===== config.mk =====
export PLATFORM = sky130hd
export DESIGN_NAME = wb_sram_arbiter
export DESIGN_NICKNAME = d
export VERILOG_FILES = /design/src/rtl/wb_sram_arbiter.sv
export SDC_FILE = /design/constraint.sdc
export NUM_CORES = 1
export LEC_CHECK = 0
export ABC_AREA = 1
export ABC_CLOCK_PERIOD_IN_PS = 2550
export CAP_MARGIN = 25
export CORE_AREA = 3 3 124 126
export CTS_CLUSTER_SIZE = 24
export DETAILED_ROUTE_END_ITERATION = 12
export DIE_AREA = 0 0 127 129
export DONT_BUFFER_PORTS = 1
export PLACE_DENSITY = 0.38
export SYNTH_ARGS = -nofsm -noshare
export SYNTH_HDL_FRONTEND = slang
export SYNTH_SLANG_ARGS = --single-unit

===== constraint.sdc =====
create_clock -name clk -period 2.55 [get_ports clk]
set_input_delay 0.51 -clock clk [delete_from_list [all_inputs] [get_ports clk]]
set_output_delay 0.51 -clock clk [all_outputs]
set_load 0.01 [all_outputs]

===== src/rtl/wb_sram_arbiter.sv =====
// Two-master round-robin Wishbone arbiter in front of the SRAM controller.
// Grants are held for a whole cyc; a watchdog aborts accesses the slave never acknowledges.
module wb_sram_arbiter #(
   parameter int unsigned timeout   = 255,
   parameter int unsigned cnt_width = 8
) (
   input  logic        clk,
   input  logic        reset,
   input  logic        m0_cyc_i,
   input  logic        m0_stb_i,
   input  logic        m0_we_i,
   input  logic [31:0] m0_adr_i,
   input  logic [3:0]  m0_sel_i,
   input  logic [31:0] m0_dat_i,
   output logic [31:0] m0_dat_o,
   output logic        m0_ack_o,
   output logic        m0_err_o,
   input  logic        m1_cyc_i,
   input  logic        m1_stb_i,
   input  logic        m1_we_i,
   input  logic [31:0] m1_adr_i,
   input  logic [3:0]  m1_sel_i,
   input  logic [31:0] m1_dat_i,
   output logic [31:0] m1_dat_o,
   output logic        m1_ack_o,
   output logic        m1_err_o,
   output logic        s_cyc_o,
   output logic        s_stb_o,
   output logic        s_we_o,
   output logic [31:0] s_adr_o,
   output logic [3:0]  s_sel_o,
   output logic [31:0] s_dat_o,
   input  logic [31:0] s_dat_i,
   input  logic        s_ack_i,
   output logic [1:0]  gnt_o
);

   typedef enum logic [1:0] {IDLE, GNT0, GNT1} state_t;

   localparam bit                   WD_EN       = (timeout != 0);
   localparam logic [cnt_width-1:0] TIMEOUT_CNT = cnt_width'(timeout);

   state_t               state_reg, state_next;
   logic                 ptr_reg, ptr_next;     // 0 favours m0, 1 favours m1
   logic [cnt_width-1:0] cnt_reg, cnt_next;
   logic                 abort_reg, abort_next;
   logic                 timeout_hit;
   logic [1:0]           ack_vec, err_vec;

   always_ff @(posedge clk) begin
      if (reset) begin
         state_reg <= IDLE;
         ptr_reg   <= 1'b0;
         cnt_reg   <= '0;
         abort_reg <= 1'b0;
      end else begin
         state_reg <= state_next;
         ptr_reg   <= ptr_next;
         cnt_reg   <= cnt_next;
         abort_reg <= abort_next;
      end
   end

   // An ack landing in the same cycle as the timeout takes precedence over the error.
   assign timeout_hit = WD_EN && s_stb_o && !s_ack_i && (cnt_reg == TIMEOUT_CNT);

   always_comb begin
      state_next = state_reg;
      ptr_next   = ptr_reg;
      case (state_reg)
         IDLE: begin
            if (m0_cyc_i && (!m1_cyc_i || !ptr_reg)) state_next = GNT0;
            else if (m1_cyc_i)                         state_next = GNT1;
         end
         GNT0: begin
            if (!m0_cyc_i) begin
               ptr_next   = 1'b1;
               state_next = m1_cyc_i ? GNT1 : IDLE;
            end
         end
         GNT1: begin
            if (!m1_cyc_i) begin
               ptr_next   = 1'b0;
               state_next = m0_cyc_i ? GNT0 : IDLE;
            end
         end
         default: state_next = IDLE;
      endcase

      cnt_next   = cnt_reg;
      abort_next = abort_reg;
      if (state_next != state_reg) begin
         cnt_next   = '0;
         abort_next = 1'b0;
      end else if (s_ack_i) begin
         cnt_next = '0;
      end else if (timeout_hit) begin
         cnt_next   = '0;
         abort_next = 1'b1;
      end else if (WD_EN && s_stb_o) begin
         cnt_next = cnt_reg + 1'b1;
      end
   end

   always_comb begin
      gnt_o   = 2'b00;
      s_cyc_o = 1'b0;
      s_stb_o = 1'b0;
      s_we_o  = 1'b0;
      s_adr_o = '0;
      s_sel_o = '0;
      s_dat_o = '0;
      case (state_reg)
         GNT0: begin
            gnt_o   = 2'b01;
            s_cyc_o = m0_cyc_i & ~abort_reg;
            s_stb_o = m0_stb_i & m0_cyc_i & ~abort_reg;
            s_we_o  = m0_we_i;
            s_adr_o = m0_adr_i;
            s_sel_o = m0_sel_i;
            s_dat_o = m0_dat_i;
         end
         GNT1: begin
            gnt_o   = 2'b10;
            s_cyc_o = m1_cyc_i & ~abort_reg;
            s_stb_o = m1_stb_i & m1_cyc_i & ~abort_reg;
            s_we_o  = m1_we_i;
            s_adr_o = m1_adr_i;
            s_sel_o = m1_sel_i;
            s_dat_o = m1_dat_i;
         end
         default: ;
      endcase
   end

   generate
      for (genvar gi = 0; gi < 2; gi++) begin : g_resp
         assign ack_vec[gi] = gnt_o[gi] & ~abort_reg & s_ack_i;
         assign err_vec[gi] = gnt_o[gi] & timeout_hit;
      end
   endgenerate

   assign m0_ack_o = ack_vec[0];
   assign m1_ack_o = ack_vec[1];
   assign m0_err_o = err_vec[0];
   assign m1_err_o = err_vec[1];
   assign m0_dat_o = s_dat_i;
   assign m1_dat_o = s_dat_i;

endmodule


* Yosys cells after proc, flatten, opt, wreduce, memory -nomap -nowiden
Index checks and enable logic that the tools add are counted.
** Word-level totals
- Register bits :: 12
- Input bits :: 177
- Logic and storage cells :: 55
** Operators by class
- Add/sub/neg operators :: 1
- Equal/unequal tests :: 6
- Mux-type cells :: 17
- Bitwise logic cells :: 14
- Reduce and logical (&&, ||, !) cells :: 13
** Operators with widths (count)
- 32-bit case mux with 2 select lines :: 2
- 1-bit AND :: 12
- 2-bit two-way mux :: 5
- 8-bit by 1-bit adder with 8-bit output, second input constant :: 1
- 8-bit == test, second input constant :: 1
- 1-bit case mux with 2 select lines :: 4
- 4-bit case mux with 2 select lines :: 1
- 2-bit case mux with 3 select lines :: 1
- 2-bit != test, second input constant :: 2
- 2-bit case mux with 2 select lines :: 1
- 4-bit OR reduction :: 1
- 1-bit logical AND :: 3
- 1-bit logical NOT :: 3
- 1-bit two-way mux :: 3
- 3-bit AND reduction :: 1
- 2-bit by 1-bit == test with 1-bit output, second input constant :: 1
- 2-bit == test, second input constant :: 1
- 2-bit logical NOT :: 1
- 2-bit != test :: 1
- 1-bit NOT :: 2
- 2-bit AND reduction :: 1
- 2-bit nonzero test :: 1
- 2-bit OR reduction :: 1
- 1-bit logical OR :: 1

* Longest topological paths before layout
- Word-level depth :: 7
- Depth in mapped cells :: 12

* Least setup slack after synthesis
OpenSTA, ideal clock, no wires.
- Kind :: flip-flop to output port
- Start point :: register state_reg[0]
- End point :: output m0_err_o
- Arrival time :: 1552 ps
- Required time :: 2040 ps
- Slack :: 488 ps
- Stages on the path, launching flop included :: 9
- Path buffers :: 0
- Path through :: dfxtp_1 -> inv_1 -> ha_1 -> inv_2 -> nor2_4 -> nand3_4 -> nor2_4 -> nand4_1 -> nor2_1
** On the way
- Word-level cells in the longest chain between the ends :: 5
** RTL lines
- start, declared :: line 43 : state_t state_reg, state_next;
- start signal, assigned :: line 57 : state_reg <= state_next;
- 2-bit == test / 2-bit by 1-bit == test with 1-bit output (equally long branches) :: line 113 : case (state_reg)
- 1-bit case mux with 2 select lines :: line 113
- 1-bit logical AND (2 in series) :: line 65 : assign timeout_hit = WD_EN && s_stb_o && !s_ack_i && (cnt_reg == TIMEOUT_CNT);
- 1-bit AND (*) :: line 139 : assign err_vec[gi] = gnt_o[gi] & timeout_hit;
- end, declared :: line 17 : output logic m0_err_o,
Every way passes the cells marked *; elsewhere a longest branch is shown, timed or not.

* Worst setup path after layout
- Start point :: register state_reg[0]
- End point :: output m1_err_o
** On the way
- Word-level cells in the longest chain between the ends :: 5
** RTL lines
- 2-bit == test / 2-bit by 1-bit == test with 1-bit output (equally long branches) :: line 113
- 1-bit case mux with 2 select lines :: line 113
- 1-bit logical AND (2 in series) :: line 65
- 1-bit AND (*) :: line 139
- end, declared :: line 26 : output logic m1_err_o,
Marked as above.

==> metrics.yaml <==
start_util_pct: 16.1
hp-start: "reset"
cpMostUsedCell: "nor2_4"
gr-total-overflow: 0
criticalPathCategory: "flip-flop to primary output"
power_density_nw_per_um2: 428
rrSetupSlack_ns: 0.58
muxShareOfSynthArea_pct: 0.432
h-tree-depth: 1
max-slew-margin-rel_pct: 69.9
min_to: "state_reg[0]"
critPathMaxFanout: 7
worstSetupEndpointType: "primary output"
vias: 2346
cts_buffers: 3
synth_fa_ha_area_share_pct: 3.78
reg2regPathDepth: 12
cts_tree: "built"
worst_hold_slack_ns: 0.326
grt_use_total_pct: 9.25
die_area_sq_um: 16400
drc_errors: 0
worstMarginPinSlew_ns: 0.449
grt_max_degree: 60
path_clk_slew_ns: 0.04
postCtsHoldBufs: 0
p_leak_uw: 0.000756
detail-route-antenna-nets: 0
rsz0062_at_grt: "false"
dp_hpwl_microns: 7730
hold_class: "input pin to flip-flop"
finalHoldViolations: 0
wl_per_cell_microns: 16.7
period_share_pct: 93.5
finalSetupViolCount: 0
synth_xor_area_share_pct: 2.64
r2r_end: "cnt_reg[4]"
avgSynthCellArea_sq_um: 5.60
rr_startpoint: "state_reg[0]"
drt_wl_total_microns: 9070
min_path_cells: 1
yosysSeqAreaShare_pct: 10.4
crit_chain: "inv_1 -> ha_1 -> inv_2 -> nor2_4 -> nand3_4 -> nor2_4 -> nand4_1 -> nor2_1 -> buf_4"
drive_above_1_share_pct: 17.0
critPathSlowestCell: "dfxtp_2"
die_y_microns: 129
die_w_microns: 127
cp_slowest_stage_delay_ns: 0.38
fillers: 1669
ys_seq_elements: 12
synth-simple-area-share_pct: 38.0
maxCapViolCount: 0
first_global_vias: 1946
clockBufferDepth: 2
finish.net_count: 543
areaGrowthSynthToFinish_pct: -0.324
synth-compound-area-share_pct: 16.6
clock-root-buffer: "clkbuf_16"
clock_sinks: 12
antenna_found_initial: 0
viasPerCell: 4.33
grt_first_pass_wirelength_microns: 11600
max_freq_ghz: 0.419
slew_viol_final: 0
tns_ns: 0
netlist_instances: 414
largest_register_ffs: 8
dr.pass1.iters: 6
status: "finished, final reports clean"
worst_ep_required_time_ns: 2.04
period_needed_ns: 2.38
arrival_ns: 1.87
num_io_pins: 318
drtIter0Drc: 110
clock_skew_ns: 0.000941
power_uw: 990
synth.cell_area_sq_um: 2320
synth_top_family_by_area: "simple AND/OR/NAND/NOR gates"
synthDistinctLibCells: 27
worst_skew_pair.late_latency_ns: 0.24
ir_worst_vdd_uv: 279
core_sq_um: 14400
antenna-diode-count: 0
place.port_buffers: 0
yosysWarningCount: 0
num_rows: 44
start_kind: "flip-flop"
place.gp.congestion: 0.785
synth_nets: 598
## placed cells by master, fill, tap and decap left out
master	netlist	layout
a31oi_1	1	1
nor3_4	1	1
a21oi_2	1	1
nand3_4	2	2
nor3_1	3	3
xnor2_1	4	4
nand4_1	3	3
xor2_1	3	3
inv_1	14	14
ha_2	0	2
nor2_2	8	9
buf_4	64	24
o21ai_0	1	1
nand3_1	7	7
clkbuf_8	0	1
a21oi_1	73	73
nor2_1	7	6
dfxtp_1	12	10
ha_1	7	5
dfxtp_2	0	2
inv_2	6	6
nor2_4	3	3
nand3_2	1	1
buf_12	0	3
mux2i_1	1	1
nand2_2	3	3
nand2_1	166	166
clkbuf_16	0	3
## repair_timing
| action | CTS | global route |
|---|---|---|
| buffers inserted | 0 | 3 |
| setup endpoints to repair | 2 | 2 |
| pin swaps | 0 | 3 |
| gates resized for setup | 3 | 0 |
## metal layers
metal  track usage (%)  vias to the layer above  wire length [microns]
li1                  -                     1123                      -
met1              11.4                     1037                   3450
met2              16.1                      176                   4490
met3              2.74                       10                   1060
met4              1.83                        0                     69
met5                 0                        -                      0
## where the power goes
group,total (uW),internal [uW],switching (uW)
clock network,324,237,86.5
registers,202,195,6.85
logic,464,138,326
total,990,570,420
## cell usage after synthesis, drive strengths merged
cell type / number / area, sq um
a21oi: 74 / 374
a31oi: 1 / 6.26
buf: 72 / 521
clkbuf: 15 / 56.3
dfxtp: 12 / 240
ha: 7 / 87.6
inv: 20 / 75.1
mux2i: 1 / 10.0
nand2: 169 / 642
nand3: 10 / 80.1
nand4: 3 / 18.8
nor2: 18 / 110
nor3: 4 / 31.3
o21ai: 1 / 5.00
xnor2: 4 / 35.0
xor2: 3 / 26.3
## cell type report
type                            count  area, sq um  area share, %
Clock buffer                        4         88.8           3.84
Inverter                           20         75.1           3.25
Multi-Input combinational cell    295         1430           62.0
Sequential cell                    12          243           10.5
Tap cell                          184          230           9.96
Timing Repair Buffer               27          240           10.4
## through the flow
step	worst slack [ns]	util [%]	std cells	area [sq um]
3_5_place_dp	0.199	15.2	535	2190
4_1_cts	0.00669	15.9	539	2290
3_3_place_gp	0.235	15.2	535	2190
5_1_grt	0.0197	16.0	542	2310
2_1_floorplan	0.488	-	414	2320
6_report	0.166	16.0	542	2310
## worst max-delay path, delay by kind of cell (launching register included)
kind | cells | cell delay, ns
DFF | 1 | 0.38
buffers and inverters | 3 | 0.30
adders and majority gates | 1 | 0.30
and+or+nand+nor | 5 | 0.64
## worst max path at each step
stage                      start       end  slack, ns  depth (start not counted)
floorplan           state_reg[0]  m0_err_o       0.49                          8
CTS                 state_reg[0]  m1_err_o      0.007                          9
detailed placement  state_reg[0]  m0_err_o       0.20                          8
global placement    state_reg[0]  m1_err_o       0.23                          9
global route        state_reg[0]   s_cyc_o       0.02                          8
finish              state_reg[0]  m1_err_o       0.17                          9
## logic make-up after synthesis
kind of cell    count (synthesis)
compound gates                 76
xor+xnor                        7
fa+ha+maj                       7
buf+inv                       107
flops                          12
mux                             1
simple gates                  204
No activity file was read; power rests on OpenSTA's default activity.
